--- src/rtl/imem_port_arbiter_if.sv ---
// ---------------------------------------------------------------------------
// imem_port_arbiter_if
//   Bundles the fetch, LSU and memory-side signals of imem_port_arbiter.
//   Signal names keep the arbiter-relative _i/_o suffixes of the original
//   port list, so "_i" is always driven into the arbiter.
//
//   Fetch side : flush_i, i_en_i, i_addr_i -> arbiter; i_rdata_o, i_rvalid_o <-
//   LSU side   : d_req_i, d_we_i, d_addr_i, d_wdata_i, d_wstrb_i -> arbiter;
//                d_gnt_o, d_rdata_o, d_rvalid_o <-
//   Memory side: mem_req_o, mem_we_o, mem_addr_o, mem_wdata_o, mem_wstrb_o <-
//                mem_gnt_i, mem_rvalid_i, mem_rdata_i -> arbiter
//
//   Modports: slave  = the arbiter's view
//             master = the surrounding fetch/LSU/memory environment's view
// ---------------------------------------------------------------------------
interface imem_port_arbiter_if #(
   parameter int unsigned ADDR_W = 32,
   parameter int unsigned DATA_W = 32
);
   logic                  flush_i;
   logic                  i_en_i;
   logic [ADDR_W-1:0]     i_addr_i;
   logic [DATA_W-1:0]     i_rdata_o;
   logic                  i_rvalid_o;

   logic                  d_req_i;
   logic                  d_we_i;
   logic [ADDR_W-1:0]     d_addr_i;
   logic [DATA_W-1:0]     d_wdata_i;
   logic [DATA_W/8-1:0]   d_wstrb_i;
   logic                  d_gnt_o;
   logic [DATA_W-1:0]     d_rdata_o;
   logic                  d_rvalid_o;

   logic                  mem_req_o;
   logic                  mem_we_o;
   logic [ADDR_W-1:0]     mem_addr_o;
   logic [DATA_W-1:0]     mem_wdata_o;
   logic [DATA_W/8-1:0]   mem_wstrb_o;
   logic                  mem_gnt_i;
   logic                  mem_rvalid_i;
   logic [DATA_W-1:0]     mem_rdata_i;

   modport slave (
      input  flush_i, i_en_i, i_addr_i,
      output i_rdata_o, i_rvalid_o,
      input  d_req_i, d_we_i, d_addr_i, d_wdata_i, d_wstrb_i,
      output d_gnt_o, d_rdata_o, d_rvalid_o,
      output mem_req_o, mem_we_o, mem_addr_o, mem_wdata_o, mem_wstrb_o,
      input  mem_gnt_i, mem_rvalid_i, mem_rdata_i
   );

   modport master (
      output flush_i, i_en_i, i_addr_i,
      input  i_rdata_o, i_rvalid_o,
      output d_req_i, d_we_i, d_addr_i, d_wdata_i, d_wstrb_i,
      input  d_gnt_o, d_rdata_o, d_rvalid_o,
      input  mem_req_o, mem_we_o, mem_addr_o, mem_wdata_o, mem_wstrb_o,
      output mem_gnt_i, mem_rvalid_i, mem_rdata_i
   );
endinterface

--- src/rtl/imem_port_arbiter.sv ---
// ---------------------------------------------------------------------------
// imem_port_arbiter
//   Shares one memory port between the fetch stage (single-cycle i_en_i
//   pulse, later i_rvalid_o) and the LSU (d_req_i/d_gnt_o request,
//   d_rvalid_o response). One memory transaction is outstanding at a time;
//   contention is resolved round-robin. A fetch flush drops the buffered
//   fetch and suppresses the response of an instruction transaction already
//   on the port, which still runs to completion on the memory side.
//
//   Ports:
//     clk   - clock
//     rst_n - synchronous, active-low reset
//     bus   - imem_port_arbiter_if.slave carrying the fetch, LSU and memory
//             handshakes (see the interface header for the signal list)
// ---------------------------------------------------------------------------
module imem_port_arbiter #(
   parameter int unsigned ADDR_W = 32,
   parameter int unsigned DATA_W = 32
) (
   input  logic               clk,
   input  logic               rst_n,
   imem_port_arbiter_if.slave bus
);
   localparam int unsigned STRB_W = DATA_W / 8;

   typedef enum logic [1:0] {IDLE, REQ, WAIT} state_t;
   typedef enum logic       {OWN_I, OWN_D}    owner_t;

   state_t              state_q, state_d;
   owner_t              owner_q;
   logic                rr_q;        // 1: D side wins the next contention
   logic                squash_q;
   logic                i_pend_q;
   logic [ADDR_W-1:0]   i_addr_q;

   logic                mem_req_q, mem_we_q;
   logic [ADDR_W-1:0]   mem_addr_q;
   logic [DATA_W-1:0]   mem_wdata_q;
   logic [STRB_W-1:0]   mem_wstrb_q;

   logic                i_rvalid_q, d_rvalid_q;
   logic [DATA_W-1:0]   i_rdata_q, d_rdata_q;

   logic                i_inflight, i_capture;
   logic                cand_i, cand_d, grant_i, grant_d, rsp_i, rsp_d;
   logic [ADDR_W-1:0]   i_issue_addr;

   // An unsquashed instruction transaction still owes the fetch stage data,
   // so a new fetch pulse during it is a protocol violation and is ignored.
   assign i_inflight   = (state_q != IDLE) && (owner_q == OWN_I) && !squash_q;
   assign i_capture    = bus.i_en_i && !bus.flush_i && !i_pend_q && !i_inflight;
   // A fetch arriving in IDLE competes in the same cycle; it only lands in
   // the buffer if it loses arbitration.
   assign i_issue_addr = i_pend_q ? i_addr_q : bus.i_addr_i;

   always_comb begin
      state_d = state_q;
      cand_i  = 1'b0;
      cand_d  = 1'b0;
      grant_i = 1'b0;
      grant_d = 1'b0;
      rsp_i   = 1'b0;
      rsp_d   = 1'b0;
      case (state_q)
         IDLE: begin
            cand_i = (i_pend_q || i_capture) && !bus.flush_i;
            cand_d = bus.d_req_i;
            if (cand_i && cand_d) begin
               grant_d = rr_q;
               grant_i = !rr_q;
            end else begin
               grant_i = cand_i;
               grant_d = cand_d;
            end
            if (grant_i || grant_d) state_d = REQ;
         end
         REQ: begin
            if (bus.mem_gnt_i) state_d = WAIT;
         end
         WAIT: begin
            if (bus.mem_rvalid_i) begin
               state_d = IDLE;
               rsp_d   = (owner_q == OWN_D);
               rsp_i   = (owner_q == OWN_I) && !squash_q && !bus.flush_i;
            end
         end
         default: state_d = IDLE;
      endcase
   end

   always_ff @(posedge clk) begin
      if (!rst_n) begin
         state_q     <= IDLE;
         owner_q     <= OWN_I;
         rr_q        <= 1'b0;
         squash_q    <= 1'b0;
         i_pend_q    <= 1'b0;
         i_addr_q    <= '0;
         mem_req_q   <= 1'b0;
         mem_we_q    <= 1'b0;
         mem_addr_q  <= '0;
         mem_wdata_q <= '0;
         mem_wstrb_q <= '0;
         i_rvalid_q  <= 1'b0;
         d_rvalid_q  <= 1'b0;
         i_rdata_q   <= '0;
         d_rdata_q   <= '0;
      end else begin
         state_q    <= state_d;
         i_rvalid_q <= rsp_i;
         d_rvalid_q <= rsp_d;
         if (rsp_i) i_rdata_q <= bus.mem_rdata_i;
         if (rsp_d) d_rdata_q <= bus.mem_rdata_i;

         // Priority moves to the loser only when both sides contended.
         if (cand_i && cand_d) rr_q <= grant_i;

         if (bus.flush_i || grant_i) begin
            i_pend_q <= 1'b0;
         end else if (i_capture) begin
            i_pend_q <= 1'b1;
            i_addr_q <= bus.i_addr_i;
         end

         if (state_q == WAIT && bus.mem_rvalid_i)
            squash_q <= 1'b0;
         else if (bus.flush_i && owner_q == OWN_I && state_q != IDLE)
            squash_q <= 1'b1;

         if (grant_i) begin
            owner_q     <= OWN_I;
            mem_req_q   <= 1'b1;
            mem_we_q    <= 1'b0;
            mem_addr_q  <= i_issue_addr;
            mem_wdata_q <= '0;
            mem_wstrb_q <= '1;
         end else if (grant_d) begin
            owner_q     <= OWN_D;
            mem_req_q   <= 1'b1;
            mem_we_q    <= bus.d_we_i;
            mem_addr_q  <= bus.d_addr_i;
            mem_wdata_q <= bus.d_wdata_i;
            mem_wstrb_q <= bus.d_wstrb_i;
         end else if (state_q == REQ && bus.mem_gnt_i) begin
            mem_req_q   <= 1'b0;
         end
      end
   end

   assign bus.d_gnt_o     = grant_d && rst_n;
   assign bus.mem_req_o   = mem_req_q;
   assign bus.mem_we_o    = mem_we_q;
   assign bus.mem_addr_o  = mem_addr_q;
   assign bus.mem_wdata_o = mem_wdata_q;
   assign bus.mem_wstrb_o = mem_wstrb_q;
   assign bus.i_rvalid_o  = i_rvalid_q;
   assign bus.i_rdata_o   = i_rdata_q;
   assign bus.d_rvalid_o  = d_rvalid_q;
   assign bus.d_rdata_o   = d_rdata_q;
endmodule

--- src/flat_wrapper.sv ---
// flat-port wrapper written by rule: the top's interface ports become plain ports
module imem_port_arbiter_flat 
#(
   parameter int unsigned ADDR_W = 32,
   parameter int unsigned DATA_W = 32
)
  (clk, rst_n, bus_flush_i, bus_i_en_i, bus_i_addr_i, bus_i_rdata_o, bus_i_rvalid_o, bus_d_req_i, bus_d_we_i, bus_d_addr_i, bus_d_wdata_i, bus_d_wstrb_i, bus_d_gnt_o, bus_d_rdata_o, bus_d_rvalid_o, bus_mem_req_o, bus_mem_we_o, bus_mem_addr_o, bus_mem_wdata_o, bus_mem_wstrb_o, bus_mem_gnt_i, bus_mem_rvalid_i, bus_mem_rdata_i);
  imem_port_arbiter_if #(.ADDR_W(ADDR_W), .DATA_W(DATA_W)) bus_i ();
  input  logic clk;
  input  logic rst_n;
  input wire logic [$bits(bus_i.flush_i)-1:0] bus_flush_i;
  input wire logic [$bits(bus_i.i_en_i)-1:0] bus_i_en_i;
  input wire logic [$bits(bus_i.i_addr_i)-1:0] bus_i_addr_i;
  output wire logic [$bits(bus_i.i_rdata_o)-1:0] bus_i_rdata_o;
  output wire logic [$bits(bus_i.i_rvalid_o)-1:0] bus_i_rvalid_o;
  input wire logic [$bits(bus_i.d_req_i)-1:0] bus_d_req_i;
  input wire logic [$bits(bus_i.d_we_i)-1:0] bus_d_we_i;
  input wire logic [$bits(bus_i.d_addr_i)-1:0] bus_d_addr_i;
  input wire logic [$bits(bus_i.d_wdata_i)-1:0] bus_d_wdata_i;
  input wire logic [$bits(bus_i.d_wstrb_i)-1:0] bus_d_wstrb_i;
  output wire logic [$bits(bus_i.d_gnt_o)-1:0] bus_d_gnt_o;
  output wire logic [$bits(bus_i.d_rdata_o)-1:0] bus_d_rdata_o;
  output wire logic [$bits(bus_i.d_rvalid_o)-1:0] bus_d_rvalid_o;
  output wire logic [$bits(bus_i.mem_req_o)-1:0] bus_mem_req_o;
  output wire logic [$bits(bus_i.mem_we_o)-1:0] bus_mem_we_o;
  output wire logic [$bits(bus_i.mem_addr_o)-1:0] bus_mem_addr_o;
  output wire logic [$bits(bus_i.mem_wdata_o)-1:0] bus_mem_wdata_o;
  output wire logic [$bits(bus_i.mem_wstrb_o)-1:0] bus_mem_wstrb_o;
  input wire logic [$bits(bus_i.mem_gnt_i)-1:0] bus_mem_gnt_i;
  input wire logic [$bits(bus_i.mem_rvalid_i)-1:0] bus_mem_rvalid_i;
  input wire logic [$bits(bus_i.mem_rdata_i)-1:0] bus_mem_rdata_i;
  assign bus_i.flush_i = bus_flush_i;
  assign bus_i.i_en_i = bus_i_en_i;
  assign bus_i.i_addr_i = bus_i_addr_i;
  assign bus_i_rdata_o = bus_i.i_rdata_o;
  assign bus_i_rvalid_o = bus_i.i_rvalid_o;
  assign bus_i.d_req_i = bus_d_req_i;
  assign bus_i.d_we_i = bus_d_we_i;
  assign bus_i.d_addr_i = bus_d_addr_i;
  assign bus_i.d_wdata_i = bus_d_wdata_i;
  assign bus_i.d_wstrb_i = bus_d_wstrb_i;
  assign bus_d_gnt_o = bus_i.d_gnt_o;
  assign bus_d_rdata_o = bus_i.d_rdata_o;
  assign bus_d_rvalid_o = bus_i.d_rvalid_o;
  assign bus_mem_req_o = bus_i.mem_req_o;
  assign bus_mem_we_o = bus_i.mem_we_o;
  assign bus_mem_addr_o = bus_i.mem_addr_o;
  assign bus_mem_wdata_o = bus_i.mem_wdata_o;
  assign bus_mem_wstrb_o = bus_i.mem_wstrb_o;
  assign bus_i.mem_gnt_i = bus_mem_gnt_i;
  assign bus_i.mem_rvalid_i = bus_mem_rvalid_i;
  assign bus_i.mem_rdata_i = bus_mem_rdata_i;
  imem_port_arbiter #(.ADDR_W(ADDR_W), .DATA_W(DATA_W)) u_core (.clk(clk), .rst_n(rst_n), .bus(bus_i));
endmodule
--- config.mk ---
export PLATFORM = sky130hd
export DESIGN_NAME = imem_port_arbiter_flat
export DESIGN_NICKNAME = d
export VERILOG_FILES = /design/src/rtl/imem_port_arbiter_if.sv /design/src/rtl/imem_port_arbiter.sv /design/src/flat_wrapper.sv
export SDC_FILE = /design/constraint.sdc
export NUM_CORES = 1
export LEC_CHECK = 0
export ABC_AREA = 0
export CELL_PAD_IN_SITES_DETAIL_PLACEMENT = 2
export CELL_PAD_IN_SITES_GLOBAL_PLACEMENT = 2
export CORE_MARGIN = 5
export CORE_UTILIZATION = 24
export CTS_BUF_LIST = sky130_fd_sc_hd__clkbuf_4 sky130_fd_sc_hd__clkbuf_8
export DETAILED_ROUTE_END_ITERATION = 10
export PLACE_DENSITY = 0.79
export SLEW_MARGIN = 40
export SYNTH_ARGS = -nofsm -noshare
export SYNTH_HDL_FRONTEND = slang
export SYNTH_SLANG_ARGS = --single-unit
--- constraint.sdc ---
create_clock -name clk -period 2.1 [get_ports clk]
set_input_delay 0.525 -clock clk [delete_from_list [all_inputs] [get_ports clk]]
set_output_delay 0.525 -clock clk [all_outputs]
set_load 0.005 [all_outputs]
# Word-level counts from Yosys, hierarchy flattened
# Cells that the tools add are included.
[classes] eq_ne=5 muxes=24 n_bitwise=3 reduce_logical=32
[ops] op="$mux 32" count=3
[ops] op="$logic_and 1x1->1" count=15
[ops] op="$mux 1" count=15
[ops] op="$mux 4" count=2
[ops] op="$mux 2" count=3
[ops] op="$pmux 2 s3" count=1
[ops] op="$reduce_or 2->1" count=3
[ops] op="$logic_not 1->1" count=5
[ops] op="$ne 2x2->1 const B" count=2
[ops] op="$reduce_bool 2->1" count=2
[ops] op="$logic_or 1x1->1" count=3
[ops] op="$not 1->1" count=3
[ops] op="$reduce_and 3->1" count=1
[ops] op="$reduce_bool 3->1" count=1
[ops] op="$eq 2x1->1 const B" count=1
[ops] op="$eq 2x2->1 const B" count=1
[ops] op="$logic_not 2->1" count=1
[ops] op="$ne 2x1->1 const B" count=1
[ops] op="$reduce_and 2->1" count=1
[word_totals] reg_bits=174 wordCells=79

# Depth between registers and ports, before layout
[logic_depth] word_depth=14 ltp_mapped=7 mapped_depth_nobuf=4

# Least setup slack after synthesis
# No wires, ideal clock.
[synth_path] kind="input port to output port" start="in bus_d_req_i" end="out bus_d_gnt_o" t_arrival_ns=1.526 required_time_ns=1.575 path_slack_ns=0.049 stages=5 path_buffers=2 cell_sequence="or3b_1 a21o_1 buf_2 clkbuf_1 nor2_1"
[synth_between] elab_chain_cells=5
[synth_rtl] item="start, declared" line="flat_wrapper.sv:16" text="input wire logic [$bits(bus_i.d_req_i)-1:0] bus_d_req_i;"
[synth_rtl] item="$logic_and 1x1->1" line="imem_port_arbiter.sv:68" text="if (cand_i && cand_d) begin"
[synth_rtl] item="$mux 1 *" line="imem_port_arbiter.sv:68"
[synth_rtl] item="$mux 1 * (2 in series)" line="imem_port_arbiter.sv:64" text="case (state_q)"
[synth_rtl] item="$logic_and 1x1->1 *" line="imem_port_arbiter.sv:150" text="assign bus.d_gnt_o = grant_d && rst_n;"
[synth_rtl] item="end, declared" line="flat_wrapper.sv:21" text="output wire logic [$bits(bus_i.d_gnt_o)-1:0] bus_d_gnt_o;"
# Mark *: on every way between the ends. The rest lies on a longest branch, timed or not. The select of a mux whose other input is x is not followed.

# Worst setup path after layout
[layout_path] start="in bus_flush_i" end="out bus_d_gnt_o"
[layout_between] elab_chain_cells=11
[layout_rtl] item="start, declared" line="flat_wrapper.sv:11" text="input wire logic [$bits(bus_i.flush_i)-1:0] bus_flush_i;"
[layout_rtl] item="$logic_not 1->1 *" line="imem_port_arbiter.sv:51, imem_port_arbiter.sv:66"
[layout_rtl] item="$logic_and 1x1->1 (3 in series)" line="imem_port_arbiter.sv:51" text="assign i_capture = bus.i_en_i && !bus.flush_i && !i_pend_q && !i_inflight;"
[layout_rtl] item="$logic_or 1x1->1" line="imem_port_arbiter.sv:66" text="cand_i = (i_pend_q || i_capture) && !bus.flush_i;"
[layout_rtl] item="$logic_and 1x1->1 *" line="imem_port_arbiter.sv:66"
[layout_rtl] item="$logic_and 1x1->1 *" line="imem_port_arbiter.sv:68"
[layout_rtl] item="$mux 1 *" line="imem_port_arbiter.sv:68"
[layout_rtl] item="$mux 1 * (2 in series)" line="imem_port_arbiter.sv:64"
[layout_rtl] item="$logic_and 1x1->1 *" line="imem_port_arbiter.sv:150"
# Marked as above.

==> impl_results.md <==
- Outcome: finished with violations
- Violated checks: negative setup slack
- Antenna viol nets, final: 0
- Final WS setup: -0.07825 ns
- DIE WIDTH: ~180 microns
- Drt wl/cell: roughly 17 microns
- Worst R2R Setup Slack: 0.32 ns
- Post-Syn Instances: 844
- # setup viols final: 1
- DR pass1 iterations: 4
- Slowest CP cell: clkdlybuf4s50_1
- Synthesized net count: just under 1,000
- Pwr Density: just under 700 mW/mm^2
- Sink Count: ~170
- Final Hold Viols: 0
- Net Sw Frac: 0.2897
- Clk_lat worst skew: about 0.46 ns
- Area share of the largest cell type after synthesis: 0.5211
- Flop pwr share: 0.498
- Crit end category: output port
- Most frequent cells in the layout: 301 x nand2_1, 273 x clkdlybuf4s50_1, 171 x dfxtp_1
- Slowest Stage Delay on Critical Path: a little over 0.5 ns
- Placement Rows: between 60 and 70
- Cell accounting for the most synthesized area: dfxtp_1
- Pleak: about 0.0035 uW
- Fin crit period: approximately 2.2 ns
- Placed Cells incl. Taps: 1,460
- Worst path depth: 5
- R2r worst-path depth: 6
- Overall routing resource usage: 0.1600
- Cell variety after synth: 27
- Num CTS Buffers: 17
- Critical path buffer and inverter count: 2
- Int Pwr: 5043 uW
- First DRT Iteration DRCs: approximately 240
- Initial core utilization: 0.2420
- Gate power share: 0.170
- Total I/O pin count: ~280
- Area Overhead vs Synth: 56.19%
- Worst EP required: ~1.6 ns
- Sw Pwr: 2057 uW
- Post-synthesis sequential area ratio: 0.5211
- Htree depth: 4
- Reg2reg end: u_core.i_addr_q[27]
- Global placement routability congestion: around 0.72
- Detailed placement HPWL: ~19 mm
- Clock root buffer: clkbuf_8
- Core area: 0.02763 sq mm
- Total grt overflow: 0
- Clk pin slew, worst setup/hold paths: around 0.090 ns
- Clock buffer depth: 2
- Input/output buffers: around 280
- Largest net degree at the start of global routing: 100
- Post-synthesis cell area: 0.006685 sq mm
- CP Max Fanout: 2
- Vias: 6,848
- Crit path max-delay family: buffers and inverters
- Final Net Count: approximately 1,200
- Vias in the first global route: around 7,300
- Top cells by area, synth: dfxtp_1 52%, nand2_1 17%, a21oi_1 7.7%
- RSZ-0062 raised after global routing: true
- Crit Path Class: input port to output port
- Die height: roughly 180 microns
- Maximum operating frequency: between 400 and 500 MHz
- Ant diodes: 0
- YS warnings: 0
- DRC: 0
- Max-cap viol count: 0
- Clock share of power: 0.331
- Max Slew Vio Count: 0
- CTS tree: done
- Commonest non-fill, non-tap cell in the layout: nand2_1
- Final period utilization: 1.037
- Non-filler cells, final: 1,493
- Peak supply drop: ~0.37 mV
- Worst EP arrival: ~1.7 ns
- Place WS: -0.6325 ns
- CP Launch Point: bus_flush_i
- Die area: between 0.03 and 0.04 sq mm
- Worst r2r src: u_core.state_q[1]
- Crit start category: input port
- Total setup buffers inserted after CTS: 0
- Yosys reg bits: 174
- Post-Route WL: about 26 mm
- Layout cells sized above 1: 0.09865
- Post-Route Skew: ~0.021 ns
- Worst setup endpoint: bus_d_gnt_o
- Worst-path cell chain: clkdlybuf4s50_1 -> o21ba_2 -> a21o_4 -> nor2_1 -> buf_2
- First-pass GRT wire length: 40.17 mm
- Slew headroom: 0.6096
- Slew @ Worst Pin: just under 0.6 ns
- Vias per cell: roughly 4.6
- Initial antenna violation count: 2
- Syn avg cell area: just under 8 sq um
- Hold Crit Class: flop to flop
## per-layer routing
| layer | vias up | part of all wire | GRT usage |
|---|---|---|---|
| li1 | 3320 | - | - |
| met1 | 3335 | 0.42 | 0.1893 |
| met2 | 174 | 0.50 | 0.2799 |
| met3 | 15 | 0.080 | 0.05960 |
| met4 | 4 | 0.0062 | 0.02998 |
| met5 | - | 0.00055 | 0 |
## cell type report
| type | instances | area [sq um] |
|---|---|---|
| Multi-Input combinational cell | 599 | 2950 |
| Tap cell | 378 | 473.0 |
| Inverter | 4 | 15.01 |
| Timing Repair Buffer | 306 | 3143 |
| Clock inverter | 13 | 117.6 |
| Sequential cell | 174 | 3487 |
| Fill cell | 3143 | 17190 |
| Clock buffer | 19 | 255.2 |
## cell families after synthesis
family                 count (synthesis)  synth area share
multiplexers                          32           0.05390
AND/OR/NAND/NOR                      354            0.2100
flip-flops                           174            0.5211
buffers and inverters                 71           0.04230
AO/OA/AOI/OAI                        213            0.1727
## power groups by stage
stage | sequential, uW | combinational, uW | clock, uW
floorplan | 3610 | 449 | 0
global placement | 3600 | 1200 | 0
detailed placement | 3610 | 1230 | 0
CTS | 3540 | 1230 | 2470
global route | 3560 | 1330 | 2590
finish | 3540 | 1210 | 2350
## state kept, by name, indices dropped and copies added, names as in the netlist, 2 cells and up
name / cells
u_core.bus.d_rdata_o: 32
u_core.bus.mem_addr_o: 32
u_core.bus.i_rdata_o: 32
u_core.bus.mem_wdata_o: 32
u_core.bus.mem_wstrb_o: 4
u_core.i_addr_q: 32
u_core.state_q: 2
## worst min-delay path by stage
stage	from	to	slack, ns	cells after the start
2_1_floorplan	u_core.i_addr_q[23]	u_core.i_addr_q[23]	0.42	2
3_3_place_gp	u_core.i_addr_q[29]	u_core.i_addr_q[29]	0.43	2
3_5_place_dp	u_core.i_addr_q[23]	u_core.i_addr_q[23]	0.45	2
4_1_cts	u_core.bus.i_rdata_o[6]	u_core.bus.i_rdata_o[6]	0.46	2
5_1_grt	u_core.i_addr_q[24]	u_core.i_addr_q[24]	0.48	2
6_report	u_core.bus.d_rdata_o[4]	u_core.bus.d_rdata_o[4]	0.46	2
## synthesized netlist by cell type
master / count
a2111oi_4: 1
a211oi_2: 1
a21o_1: 1
a21oi_1: 103
a21oi_2: 1
a31oi_1: 38
buf_1: 2
buf_2: 9
buf_4: 1
clkbuf_1: 54
clkbuf_2: 1
dfxtp_1: 174
inv_1: 4
mux2_2: 32
nand2_1: 302
nand2b_1: 1
nand3_1: 32
nand3b_1: 3
nor2_1: 11
nor4_2: 1
o21ai_0: 60
o21ai_1: 7
o21ba_2: 1
or2_1: 1
or2_2: 1
or3_1: 1
or3b_1: 1
## worst min-delay path: cells and delay by family (launching register included)
kind	cells	cell delay, ns
compound gates	1	0.05
flops	1	0.32
simple gates	1	0.05
## per-stage QoR
step / instance area [sq um] / power [uW] / hold slack [ns] / utilization / setup TNS (ns)
final: 10440 / 7100 / 0.4590 / 0.3779 / -0.07825
after global routing: 10440 / 7474 / 0.4764 / 0.3779 / -0.1207
after CTS: 10410 / 7244 / 0.4637 / 0.3768 / -0.06636
after detailed placement: 10040 / 4839 / 0.4489 / 0.3634 / -29.75
after global placement: 10040 / 4807 / 0.4343 / 0.3634 / -27.28
after floorplan: 6685 / 4060 / 0.4249 / - / 0
## what timing repair did
action,4_1_cts,5_1_grt
endpoints found under the setup margin,1,1
hold endpoints to repair,0,0
hold buffers,0,0
gates resized for setup,8,1
pin swaps,1,0
Power figures use the tool's default switching activity.
==> RTL change 1: new RTL, same settings <==
`ADDR_W` is set to 32 in 3 places; all go to 64.
--- a/src/rtl/imem_port_arbiter_if.sv
+++ b/src/rtl/imem_port_arbiter_if.sv
@@ -16,3 +16,3 @@
 interface imem_port_arbiter_if #(
-   parameter int unsigned ADDR_W = 32,
+   parameter int unsigned ADDR_W = 64,
    parameter int unsigned DATA_W = 32
--- a/src/rtl/imem_port_arbiter.sv
+++ b/src/rtl/imem_port_arbiter.sv
@@ -16,3 +16,3 @@
 module imem_port_arbiter #(
-   parameter int unsigned ADDR_W = 32,
+   parameter int unsigned ADDR_W = 64,
    parameter int unsigned DATA_W = 32
--- a/src/flat_wrapper.sv
+++ b/src/flat_wrapper.sv
@@ -3,3 +3,3 @@
 #(
-   parameter int unsigned ADDR_W = 32,
+   parameter int unsigned ADDR_W = 64,
    parameter int unsigned DATA_W = 32
Interface: changed (resized bus_d_addr_i, bus_i_addr_i and bus_mem_addr_o); port bits go from 277 to 373. The function was not compared with the original's and may differ.
==> RTL change 1 against the unedited design <==
Wire length grew 56%; sequential share of layout area shrank 2.1 points; sequential cell count is 64 higher; critical path type unchanged; sequential power rose by 39%; total power rose by 68%; die area up 41%; final area up 46%; first-iteration DRC count up 10%; non-clock buffer count grew 112; largest power group is now clock; setup slack gained 0.11 ns; area after synthesis up 44%.
==> RTL change 1: results (changes against the unedited design) <==
stage;metric;value;unit;change
routing;met3 wire len;2480;microns;was 2060 microns
synthesis;unique cell type count in the Yosys netlist;31;;was 27
clock_network;CTS buffer count;47;;was 17
place;pre-CTS WS;-0.630;ns;was -0.632 ns
grt;GRT Overall Usage;17.6;%;was 16.0%
clock_network;CTS Buffer Depth;3;;was 2
pwr;maximum vdd drop;0.000523;V;was 0.000366 V
synthesis;Synth top cells by count;nand2_1 (395), dfxtp_1 (238), o21ai_0 (131), a21oi_1 (101), a31oi_1 (69);;was nand2_1 (302), dfxtp_1 (174), a21oi_1 (103), o21ai_0 (60), clkbuf_1 (54)
routing;drt wl/cell;18.8;microns;was 17.2 microns
clock_network;Worst-path clk slew;0.05;ns;was 0.09 ns
synthesis;syn nets;1406;;was 984
place;DP HPWL;27600;microns;was 18500 microns
routing;Vias per Instance;4.68;;was 4.59
clock_network;H-tree levels;2;;was 4
final_layout;Final nets;1767;;was 1242
grt;largest net degree at the start of global routing;196;;was 100
routing;met2 WL;19700;microns;was 12800 microns
grt;initial antenna violation count;8;;was 2
clock_network;worst skew pair latency;0.61;ns;was 0.46 ns
clock_network;clock root cell;clkbuf_8;;unchanged
worst_setup_path;crit path DAT;1.55;ns;was 1.65 ns
timing;skew final;0.0119;ns;was 0.0213 ns
status;outcome;completed;;was finished with violations
place;Buffers on Ports;372;;was 276
grt;first-pass GRT wire length;62800;microns;was 40200 microns
place;RePlAce Congestion;0.750;;was 0.717
routing;number of DRC markers in iteration 0;263;;was 239
pwr;Pleak;5.67;nW;was 3.54 nW
synthesis;sequential area share after synthesis;49.6;%;was 52.1%
timing;worst-margin pin slew;1.01;ns;was 0.586 ns
routing;M1 WL;16500;microns;was 10600 microns
grt;number of global-route vias before repair;11200;;was 7349
synthesis;top cells by area, synth;dfxtp_1 (50%), nand2_1 (15%), mux2_2 (7.5%);;was dfxtp_1 (52%), nand2_1 (17%), a21oi_1 (7.7%)
## RTL change 1: cell count changes after synthesis, moves of 10 or more
cell     before  now
nand2_1     302  395
o21ai_0      60  131
dfxtp_1     174  238
nand3_1      32   65
mux2_2       32   64
a31oi_1      38   69
buf_2         9   24
buf_4         1   11
## RTL change 1: per-stage QoR
stage / hold slack, ns / cell area (sq um) / cells
2_1_floorplan: 0.438 / 9620 / 1202
3_3_place_gp: 0.441 / 14100 / 2039
3_5_place_dp: 0.449 / 14100 / 2039
4_1_cts: 0.409 / 15200 / 2125
5_1_grt: 0.309 / 15200 / 2129
6_report: 0.337 / 15200 / 2129
## RTL change 1: cell type report
class | instances | area, sq um
diodes | 4 | 10.0
fillers | 4443 | 24500
clock inverters | 10 | 82.6
flip-flops and latches | 238 | 4770
well taps | 525 | 657
multi-input cells | 855 | 4370
inverters | 3 | 11.3
repair buffers | 418 | 4360
clock buffers | 76 | 958
## RTL change 1: path summary, 6_finish.rpt
kind	to	slack, ns	depth (start not counted)	startpoint
setup / recovery	bus_d_gnt_o	0.03	5	bus_flush_i
hold / removal	u_core.state_q[0]	0.34	4	bus_d_req_i
setup reg to reg	u_core.bus.mem_wdata_o[18]	0.21	7	u_core.state_q[1]
hold reg to reg	u_core.bus.d_rdata_o[10]	0.45	2	u_core.bus.d_rdata_o[10]
## RTL change 1: timing repair
item | in CTS | in global routing
pin swaps | 2 | 1
endpoints found under the setup margin | 6 | 19
gates resized for setup | 13 | 20
## RTL change 1: cells by family (layout without fill, tap and decap cells)
group	after synthesis	in the layout	synth area share, %
DFF	238	238	49.6
other	0	4	0
and+or+nand+nor	483	483	20.2
buffers and inverters	109	507	5.54
muxes	64	64	7.50
AOI/OAI and AO/OA	308	308	17.2
## RTL change 1: critical path, stage by stage
cell             delay, ns
clkdlybuf4s50_1       0.44
o21bai_1              0.22
o21ai_4               0.19
nor2_4                0.05
buf_6                 0.12
## RTL change 1: power groups by stage
stage,Combinational [W],Sequential [W],Clock [W]
6_report,0.00190,0.00491,0.00514
5_1_grt,0.00208,0.00494,0.00559
4_1_cts,0.00195,0.00491,0.00537
3_5_place_dp,0.00193,0.00500,0
3_3_place_gp,0.00186,0.00499,0
2_1_floorplan,0.000749,0.00499,0
## RTL change 1: metal layers
| layer | vias up | global-route usage, % |
|---|---|---|
| li1 | 4807 | - |
| met3 | 74 | 5.48 |
| met1 | 4814 | 20.5 |
| met4 | 8 | 5.58 |
| met2 | 266 | 30.8 |
| met5 | - | 0 |
==> RTL change 2: new RTL, same settings <==
Made on the original files. Re-encode `state_t` (3 states) as one-hot, 3 bits wide.
--- a/src/rtl/imem_port_arbiter.sv
+++ b/src/rtl/imem_port_arbiter.sv
@@ -25,3 +25,3 @@
 
-   typedef enum logic [1:0] {IDLE, REQ, WAIT} state_t;
+   typedef enum logic [2:0] {IDLE = 3'b001, REQ = 3'b010, WAIT = 3'b100} state_t;
    typedef enum logic       {OWN_I, OWN_D}    owner_t;
Formal check against the unedited RTL: same outputs for any inputs over 4 cycles, from zero or initial values and one cycle with rst_n low; so few cycles prove little.
==> RTL change 2 against the unedited design <==
Hold slack gained 0.0014 ns; utilization decreased by 0.059 points; area after synthesis rose by 0.82%; first-iteration DRC count down 21%; final area grew 0.40%; wire length is 0.52% lower; non-clock buffer count is 1 higher; setup slack improved by 0.23 ns; sequential cell count rose by 1; clock skew rose by 0.0049 ns; die area increased by 0.78%; total power increased by 1.4%; maximum frequency grew 12%.
==> RTL change 2: results (changes against the unedited design) <==
stage;metric;value;unit;change
status;outcome;completed;;was finished with violations
grt;first-pass GRT wire length;39700;microns;was 40200 microns
routing;met2 WL;12600;microns;was 12800 microns
timing;worst-margin pin slew;0.686;ns;was 0.586 ns
pwr;Flop pwr share;49.6;%;was 49.8%
final_layout;Multi-input gate area;2990;sq um;was 2950 sq um
grt;met3 Use GR;4.96;%;was 5.96%
synthesis;top cells by area, synth;dfxtp_1 (52%), nand2_1 (15%), mux2i_1 (14%);;was dfxtp_1 (52%), nand2_1 (17%), a21oi_1 (7.7%)
final_layout;fin cells;1433;;was 1493
pwr;maximum vdd drop;0.000272;V;was 0.000366 V
final_layout;flip-flop and latch area;3510;sq um;was 3490 sq um
final_layout;multi-input gates;539;;was 599
routing;drt total wl;25500;microns;was 25600 microns
final_layout;clock buffers;18;;was 19
synthesis;syn nets;914;;was 984
place;pre-CTS WS;-0.508;ns;was -0.632 ns
worst_setup_path;Worst path top cell family by delay;simple AND/OR/NAND/NOR gates;;was buffers and inverters
routing;via count;6467;;was 6848
timing;WHS;0.460;ns;was 0.459 ns
place;RePlAce Congestion;0.732;;was 0.717
clock_network;Sink Count;175;;was 174
timing;skew final;0.0262;ns;was 0.0213 ns
worst_hold_path;min-delay src;u_core.bus.mem_wdata_o[18];;was u_core.bus.d_rdata_o[4]
final_layout;Non-clk bufs;307;;was 306
timing;Peak Freq;514;MHz;was 459 MHz
grt;GR Layer Usage met2;27.9;%;was 28.0%
grt;GRT Overall Usage;15.9;%;was 16.0%
routing;met3 wire len;1750;microns;was 2060 microns
final_layout;fraction of area in registers;33.5;%;was 33.4%
final_layout;layout cells sized above 1;7.49;%;was 9.87%
place;Placed Instance Area;10100;sq um;was 10000 sq um
synthesis;unique cell type count in the Yosys netlist;32;;was 27
final_layout;buffering overhead;29.7;%;was 30.1%
pwr;NetSw;0.00209;W;was 0.00206 W
grt;largest net degree at the start of global routing;76;;was 100
synthesis;Synth top cells by count;nand2_1 (271), dfxtp_1 (175), a21oi_1 (100), mux2i_1 (96), clkbuf_1 (45);;was nand2_1 (302), dfxtp_1 (174), a21oi_1 (103), o21ai_0 (60), clkbuf_1 (54)
routing;number of DRC markers in iteration 0;189;;was 239
pwr;Pleak;3.54;nW;about the same
final_layout;Filler Cell Count;3114;;was 3143
worst_setup_path;crit-path max cell delay;0.34;ns;was 0.51 ns
worst_setup_path;Worst path slowest cell;dfxtp_2;;was clkdlybuf4s50_1
worst_setup_path;crit path DAT;1.42;ns;was 1.65 ns
final_layout;Inverters;2;;was 4
worst_hold_path;hold endpoint;u_core.bus.mem_wdata_o[18];;was u_core.bus.d_rdata_o[4]
final_layout;Final nets;1182;;was 1242
worst_setup_path;Critical R2R Capture;u_core.bus.mem_addr_o[26];;was u_core.i_addr_q[27]
synthesis;sequential area share after synthesis;52.0;%;was 52.1%
-- RTL change 2: cell types whose count changed after synthesis, moves of 9 or more --
cell / before / now
o21ai_0: 60 / 3
a31oi_1: 38 / 4
nand3_1: 32 / 2
mux2i_1: 0 / 96
clkbuf_1: 54 / 45
o22ai_1: 0 / 33
nand2_1: 302 / 271
mux2_2: 32 / 0
-- RTL change 2: cells by family (layout without fill, tap and decap cells) --
family	after synthesis	count (layout)	synth area share, %
DFF	175	175	52.0
muxes	96	96	14.3
AOI/OAI and AO/OA	148	148	12.4
buffers and inverters	60	341	3.97
and+or+nand+nor	294	294	17.2
xor gates and xnor gates	1	1	0.130
-- RTL change 2: worst max path at each step --
stage | from | endpoint
final | u_core.state_q[2] | bus_d_gnt_o
after global placement | bus_i_en_i | bus_d_gnt_o
after detailed placement | bus_i_en_i | bus_d_gnt_o
after CTS | u_core.state_q[2] | bus_d_gnt_o
after floorplan | u_core.state_q[0] | u_core.i_addr_q[10]
after global routing | u_core.state_q[1] | bus_d_gnt_o
